## src/rtl/phys476_io_pkg.sv

```systemverilog
// Shared switch/button I/O definitions: default timing constants and the edge-event record
// reused by every debounced-input consumer.
package phys476_io_pkg;

    localparam int DEF_DEBOUNCE_CYCLES = 1000;
    localparam int DEF_SYNC_STAGES     = 2;
    localparam int DEF_BLINK_DIV       = 25000000;

    // SW0 is lane 0, SW1 is lane 1.
    localparam int NUM_SW = 2;

    typedef struct packed {
        logic rise;
        logic fall;
    } edge_evt_t;

    // One spare bit so a count up to `cycles` never needs to wrap.
    function automatic int cnt_width(input int cycles);
        return $clog2(cycles) + 1;
    endfunction

endpackage

```

## src/rtl/switch_debouncer.sv

```systemverilog
// One switch lane: synchroniser chain, stability counter, registered level and one-cycle
// rise/fall pulses that coincide with the level change.
module switch_debouncer
    import phys476_io_pkg::*;
#(
    parameter int DEBOUNCE_CYCLES = DEF_DEBOUNCE_CYCLES,
    parameter int SYNC_STAGES     = DEF_SYNC_STAGES
) (
    input  logic CLK,
    input  logic RST,
    input  logic raw,
    output logic stable,
    output logic rise,
    output logic fall
);

    localparam int            CW       = cnt_width(DEBOUNCE_CYCLES);
    localparam logic [CW-1:0] CNT_LAST = CW'(DEBOUNCE_CYCLES - 1);

    logic [SYNC_STAGES-1:0] sync_ff;
    logic                   sync;
    logic [CW-1:0]          cnt;

    assign sync = sync_ff[SYNC_STAGES-1];

    always_ff @(posedge CLK) begin
        if (RST) begin
            sync_ff <= '0;
            stable  <= 1'b0;
            cnt     <= '0;
            rise    <= 1'b0;
            fall    <= 1'b0;
        end else begin
            sync_ff <= {sync_ff[SYNC_STAGES-2:0], raw};
            rise    <= 1'b0;
            fall    <= 1'b0;
            // Any agreeing sample restarts the run, so short glitches never accumulate.
            if (sync == stable) begin
                cnt <= '0;
            end else if (cnt == CNT_LAST) begin
                stable <= sync;
                cnt    <= '0;
                rise   <= sync;
                fall   <= ~sync;
            end else begin
                cnt <= cnt + 1'b1;
            end
        end
    end

endmodule

```

## src/rtl/switch_debounce_led.sv

```systemverilog
// Slide-switch front end: two debounced lanes drive LED0/LED1, LED2 follows a toggle that
// SW0 rises flip and SW1 rises clear. Define LED_BLINK_EN to blink LED2 while the toggle is set.
module switch_debounce_led
    import phys476_io_pkg::*;
#(
    parameter int DEBOUNCE_CYCLES = DEF_DEBOUNCE_CYCLES,
    parameter int SYNC_STAGES     = DEF_SYNC_STAGES,
    parameter int BLINK_DIV       = DEF_BLINK_DIV
) (
    input  logic CLK,
    input  logic RST,
    input  logic SW0,
    input  logic SW1,
    output logic LED0,
    output logic LED1,
    output logic LED2
);

    logic      [NUM_SW-1:0] sw_raw;
    logic      [NUM_SW-1:0] sw_stable;
    logic      [NUM_SW-1:0] fall_unused;
    edge_evt_t [NUM_SW-1:0] sw_evt;
    logic                   toggle;

    assign sw_raw = {SW1, SW0};

    generate
        for (genvar i = 0; i < NUM_SW; i++) begin : g_sw
            logic r, f;
            switch_debouncer #(
                .DEBOUNCE_CYCLES(DEBOUNCE_CYCLES),
                .SYNC_STAGES    (SYNC_STAGES)
            ) u_deb (
                .CLK   (CLK),
                .RST   (RST),
                .raw   (sw_raw[i]),
                .stable(sw_stable[i]),
                .rise  (r),
                .fall  (f)
            );
            assign sw_evt[i]      = '{rise: r, fall: f};
            assign fall_unused[i] = sw_evt[i].fall;
        end
    endgenerate

    // Clear beats flip when both lanes accept a rise in the same cycle.
    always_ff @(posedge CLK) begin
        if (RST)                 toggle <= 1'b0;
        else if (sw_evt[1].rise) toggle <= 1'b0;
        else if (sw_evt[0].rise) toggle <= ~toggle;
    end

    assign LED0 = sw_stable[0];
    assign LED1 = sw_stable[1];

`ifdef LED_BLINK_EN
    localparam int            DW       = cnt_width(BLINK_DIV);
    localparam logic [DW-1:0] DIV_LAST = DW'(BLINK_DIV - 1);

    logic [DW-1:0] blink_cnt;
    logic          phase;

    // Held at zero while the toggle is clear, so every blink run starts with a dark half-period.
    always_ff @(posedge CLK) begin
        if (RST || !toggle) begin
            blink_cnt <= '0;
            phase     <= 1'b0;
        end else if (blink_cnt == DIV_LAST) begin
            blink_cnt <= '0;
            phase     <= ~phase;
        end else begin
            blink_cnt <= blink_cnt + 1'b1;
        end
    end

    assign LED2 = toggle & phase;
`else
    logic [31:0] blink_div_unused;
    assign blink_div_unused = 32'(BLINK_DIV);
    assign LED2 = toggle;
`endif

endmodule

```

## config.mk

```make
export PLATFORM = sky130hd
export DESIGN_NAME = switch_debounce_led
export DESIGN_NICKNAME = d
export VERILOG_FILES = /design/src/rtl/phys476_io_pkg.sv /design/src/rtl/switch_debouncer.sv /design/src/rtl/switch_debounce_led.sv
export SDC_FILE = /design/constraint.sdc
export NUM_CORES = 1
export LEC_CHECK = 0
export CAP_MARGIN = 20
export CORE_ASPECT_RATIO = 0.6
export CORE_MARGIN = 4
export CORE_UTILIZATION = 41
export DETAILED_ROUTE_END_ITERATION = 10
export GPL_TIMING_DRIVEN = 0
export PLACE_DENSITY = 0.59
export SLEW_MARGIN = 10
export SYNTH_ARGS = -nofsm -noshare
export SYNTH_HDL_FRONTEND = slang
export SYNTH_HIERARCHICAL = 1
export SYNTH_SLANG_ARGS = --single-unit
```

## constraint.sdc

```tcl
create_clock -name CLK -period 4.6 [get_ports CLK]
set_input_delay 1.15 -clock CLK [delete_from_list [all_inputs] [get_ports CLK]]
set_output_delay 1.15 -clock CLK [all_outputs]
set_load 0.05 [all_outputs]
```

After elaboration in Yosys (flattened, before gate mapping):

Index checks and enable logic that the tools add are counted.

* $add $sub $neg: 2
* eq/ne operators: 4
* bitwise operators: 5
* reduce and logical (&&, ||, !) cells: 7

Operators by type and width (count)
* $add 11x1->11 const B: 2
* $eq 11x10->1 const B: 2
* $reduce_or 3->1: 4
* $not 1->1: 5
* $reduce_and 2->1: 2
* $eq 1x1->1: 2
* $reduce_or 2->1: 1

* bits in registers: 31
* input bits: 4
* output and inout bits: 3
* logic and storage cells: 27

Depth between registers and ports, before layout:

* word-level depth: 3
* depth in mapped cells: 6
* mapped depth without buffers: 5

Cells and area by module:

The synthesis kept the hierarchy.

By module, submodules not included
* switch_debouncer: instances 2, cells each 69, area an instance 664.4 sq um, sequential area each 320.3 sq um
* switch_debounce_led: instances 1, cells each 3, area an instance 38.8 sq um, sequential area each 20.0 sq um

Least setup slack after synthesis:

No wires, ideal clock.

* path kind: register -> output
* from: register g_sw[0].u_deb.stable
* to: output port LED0
* arrival: 690 ps
* data required time: 3450 ps
* setup slack: 2760 ps
* cell stages (with the launch flop): 1
* path buffers: 0
* cell sequence: dfxtp_1

RTL lines
* start, declared: RTL line switch_debouncer.sv:12 `output logic stable,`
* start signal, assigned: RTL line switch_debouncer.sv:41 `stable <= sync;`
* end, declared: RTL line switch_debounce_led.sv:14 `output logic LED0,`

No word-level cell between the ends.

Worst setup path after layout:

* from: register g_sw[0].u_deb.stable
* to: output port LED0

No word-level cell between the ends.

==> metrics.txt <==
Post-CTS Resized=0; Port-buffer cells=6; Layout fillers=300; Num CTS Buffers=5; Max VDD drop=0.1870 mV; element type at the critical path end=output port; hpwl dp=1646 um; Final Max Tran Viols=0; DR vias/cell=~4.8; worst-path fanout max=4; met3 GRT Util=roughly 5.2%; Setup Fix Bufs, Post-CTS=0; Syn-to-layout area delta=15.19%; post-route cell area=1518 um2; HP Class=reg2reg; row cnt=15; Vias=just over 900; drt total wl=around 2200 um; combinational share of power=around 2.0%; Startpoint Class=register; Cell Area, Synth=around 1300 um2; critical path data required time=roughly 3.5 ns; hold_ws=approximately 0.41 ns; Critical-path top delay cell=clkdlybuf4s50_1; relative slew slack=62.44%; Worst Skew=0.007573 ns; Initial Utilization=between 40 and 50%; gpl congestion=approximately 0.76; Setup TNS Final=0 ns; clk slew on worst S/H paths=~0.06 ns; final hold vios=0; Worst path top cell family by delay=buffers and inverters; H-tree depth=2; arrival time at the worst endpoint=approximately 1.6 ns; Max Cap Viol=0; CTS tree=done; Root Buffer Master=clkbuf_8; Post-DRT Antenna Nets=0; Worst Tran Pin Value=0.5616 ns; Syn Nets=143; wire length per cell=between 10 and 15 um; n_diodes=0; Initial DRC Count=between 70 and 80; Post-Synthesis Cells=about 140; share of layout cells above drive strength 1=a little over an eighth; Sw Share=20.71%; Switch Pwr=between 0.0001 and 0.00015 W; PwrDens=roughly 330 nW/um2; static leakage=about 0.51 nW; worst skew pair latency=0.28 ns; GRT Resource Usage Total=between 10% and 20%; total clock sinks=31; Final nets=156; CP max stage delay=0.85 ns; drt drc=0; CP Buf/Inv Count=1; Post-DP Area=1430 um2; height of the die=a little over 50 um; clock buffer depth=2; first-pass GRT wire length=between 3000 and 4000 um; crit path kind=reg2out; Max Clock Freq=~370 MHz; syn_area_per_cell=approximately 9.6 um2; cell-internal power=approximately 0.00039 W; critical path, cell by cell=clkdlybuf4s50_1; unrepaired setup endpoints after global routing=false; Syn. warnings=6; Hold Buf Count CTS=0; Top Usage Layer GRT=met2; IO Count=7; drt first pass iters=4; met2 Use GR=between 10% and 20%; Die Width=81.18 um; sequential share of power=54.9%; part of the cycle the worst path needs=a little under 60%; Core ar.=2965 um2; minimum clock period=between 2 and 3 ns; initial antenna violation count=0; die area=around 4200 um2; Clock Power Share=43.1%; # setup viols final=0; pin count of the biggest net entering global routing=14; grt met1 use=about 17%; vias in the first global route=889; status=complete, no violations; total congestion overflow=0
[metal layers]
| metal | vias to the layer above | routed length [um] | share of wire [%] |
|---|---|---|---|
| met2 | 13 | 811 | 36 |
| li1 | 495 | - | - |
| met4 | 0 | 38 | 1.7 |
| met5 | - | 0 | 0 |
| met3 | 3 | 84 | 3.8 |
| met1 | 406 | 1300 | 58 |
[path summary, 6_finish.rpt]
kind | startpoint | to | slack, ns | cells past startpoint
setup / recovery | g_sw[0].u_deb/stable$_SDFFE_PP0P_ | LED0 | 1.89 | 1
hold / removal | g_sw[1].u_deb/rise$_SDFF_PP0_ | LED2$_SDFFE_PP0P_ | 0.41 | 1
setup reg to reg | g_sw[0].u_deb/cnt[0]$_SDFF_PP0_ | g_sw[0].u_deb/cnt[4]$_SDFF_PP0_ | 2.84 | 6
hold reg to reg | g_sw[1].u_deb/rise$_SDFF_PP0_ | LED2$_SDFFE_PP0P_ | 0.41 | 1
[final cells by class]
cell class / instances / area (um2) / share of cell area, %
well taps: 42 / 52.55 / 3.462
repair buffers: 6 / 60.06 / 3.957
clock inverters: 1 / 5.005 / 0.3298
flip-flops and latches: 31 / 620.6 / 40.89
inverters: 2 / 7.507 / 0.4946
multi-input cells: 102 / 666.9 / 43.94
plain buffers: 2 / 22.52 / 1.484
clock buffers: 6 / 82.58 / 5.441
[layout by cell type, fill, tap and decap left out, drive strengths merged, types with 4 or more instances in the layout]
cell type       n
clkdlybuf4s50   6
nand2b          4
nor3            7
and3            4
dfxtp          31
nand2           6
xnor2          11
xor2            6
nand3          10
nor2           24
nor2b           6
clkbuf          6
a21oi           6
[state kept, by name (all words and copies together), names as in the netlist]
signal	count
LED2	1
g_sw.u_deb/stable	2
g_sw.u_deb/sync_ff	4
g_sw.u_deb/rise	2
g_sw.u_deb/cnt	22
[stage by stage]
step           power (W)  setup WS (ns)  utilization [%]  cells
3_5_place_dp   0.0002880          1.929            48.23    185
3_3_place_gp   0.0002876          2.015            48.23    185
4_1_cts        0.0005035          1.871            51.18    192
5_1_grt        0.0005190          1.824            51.18    192
2_1_floorplan  0.0002821          2.760                -    137
6_report       0.0004952          1.886            51.18    192
[power groups by stage]
stage | clock, W | sequential, W | combinational, W
after floorplan | 0 | 0.000278 | 0.00000442
after global placement | 0 | 0.000278 | 0.00000959
after detailed placement | 0 | 0.000278 | 0.00000990
after CTS | 0.000222 | 0.000272 | 0.00000995
after global routing | 0.000236 | 0.000272 | 0.0000106
final | 0.000213 | 0.000272 | 0.00000981
Note: power is estimated with default switching activity, not from simulation.
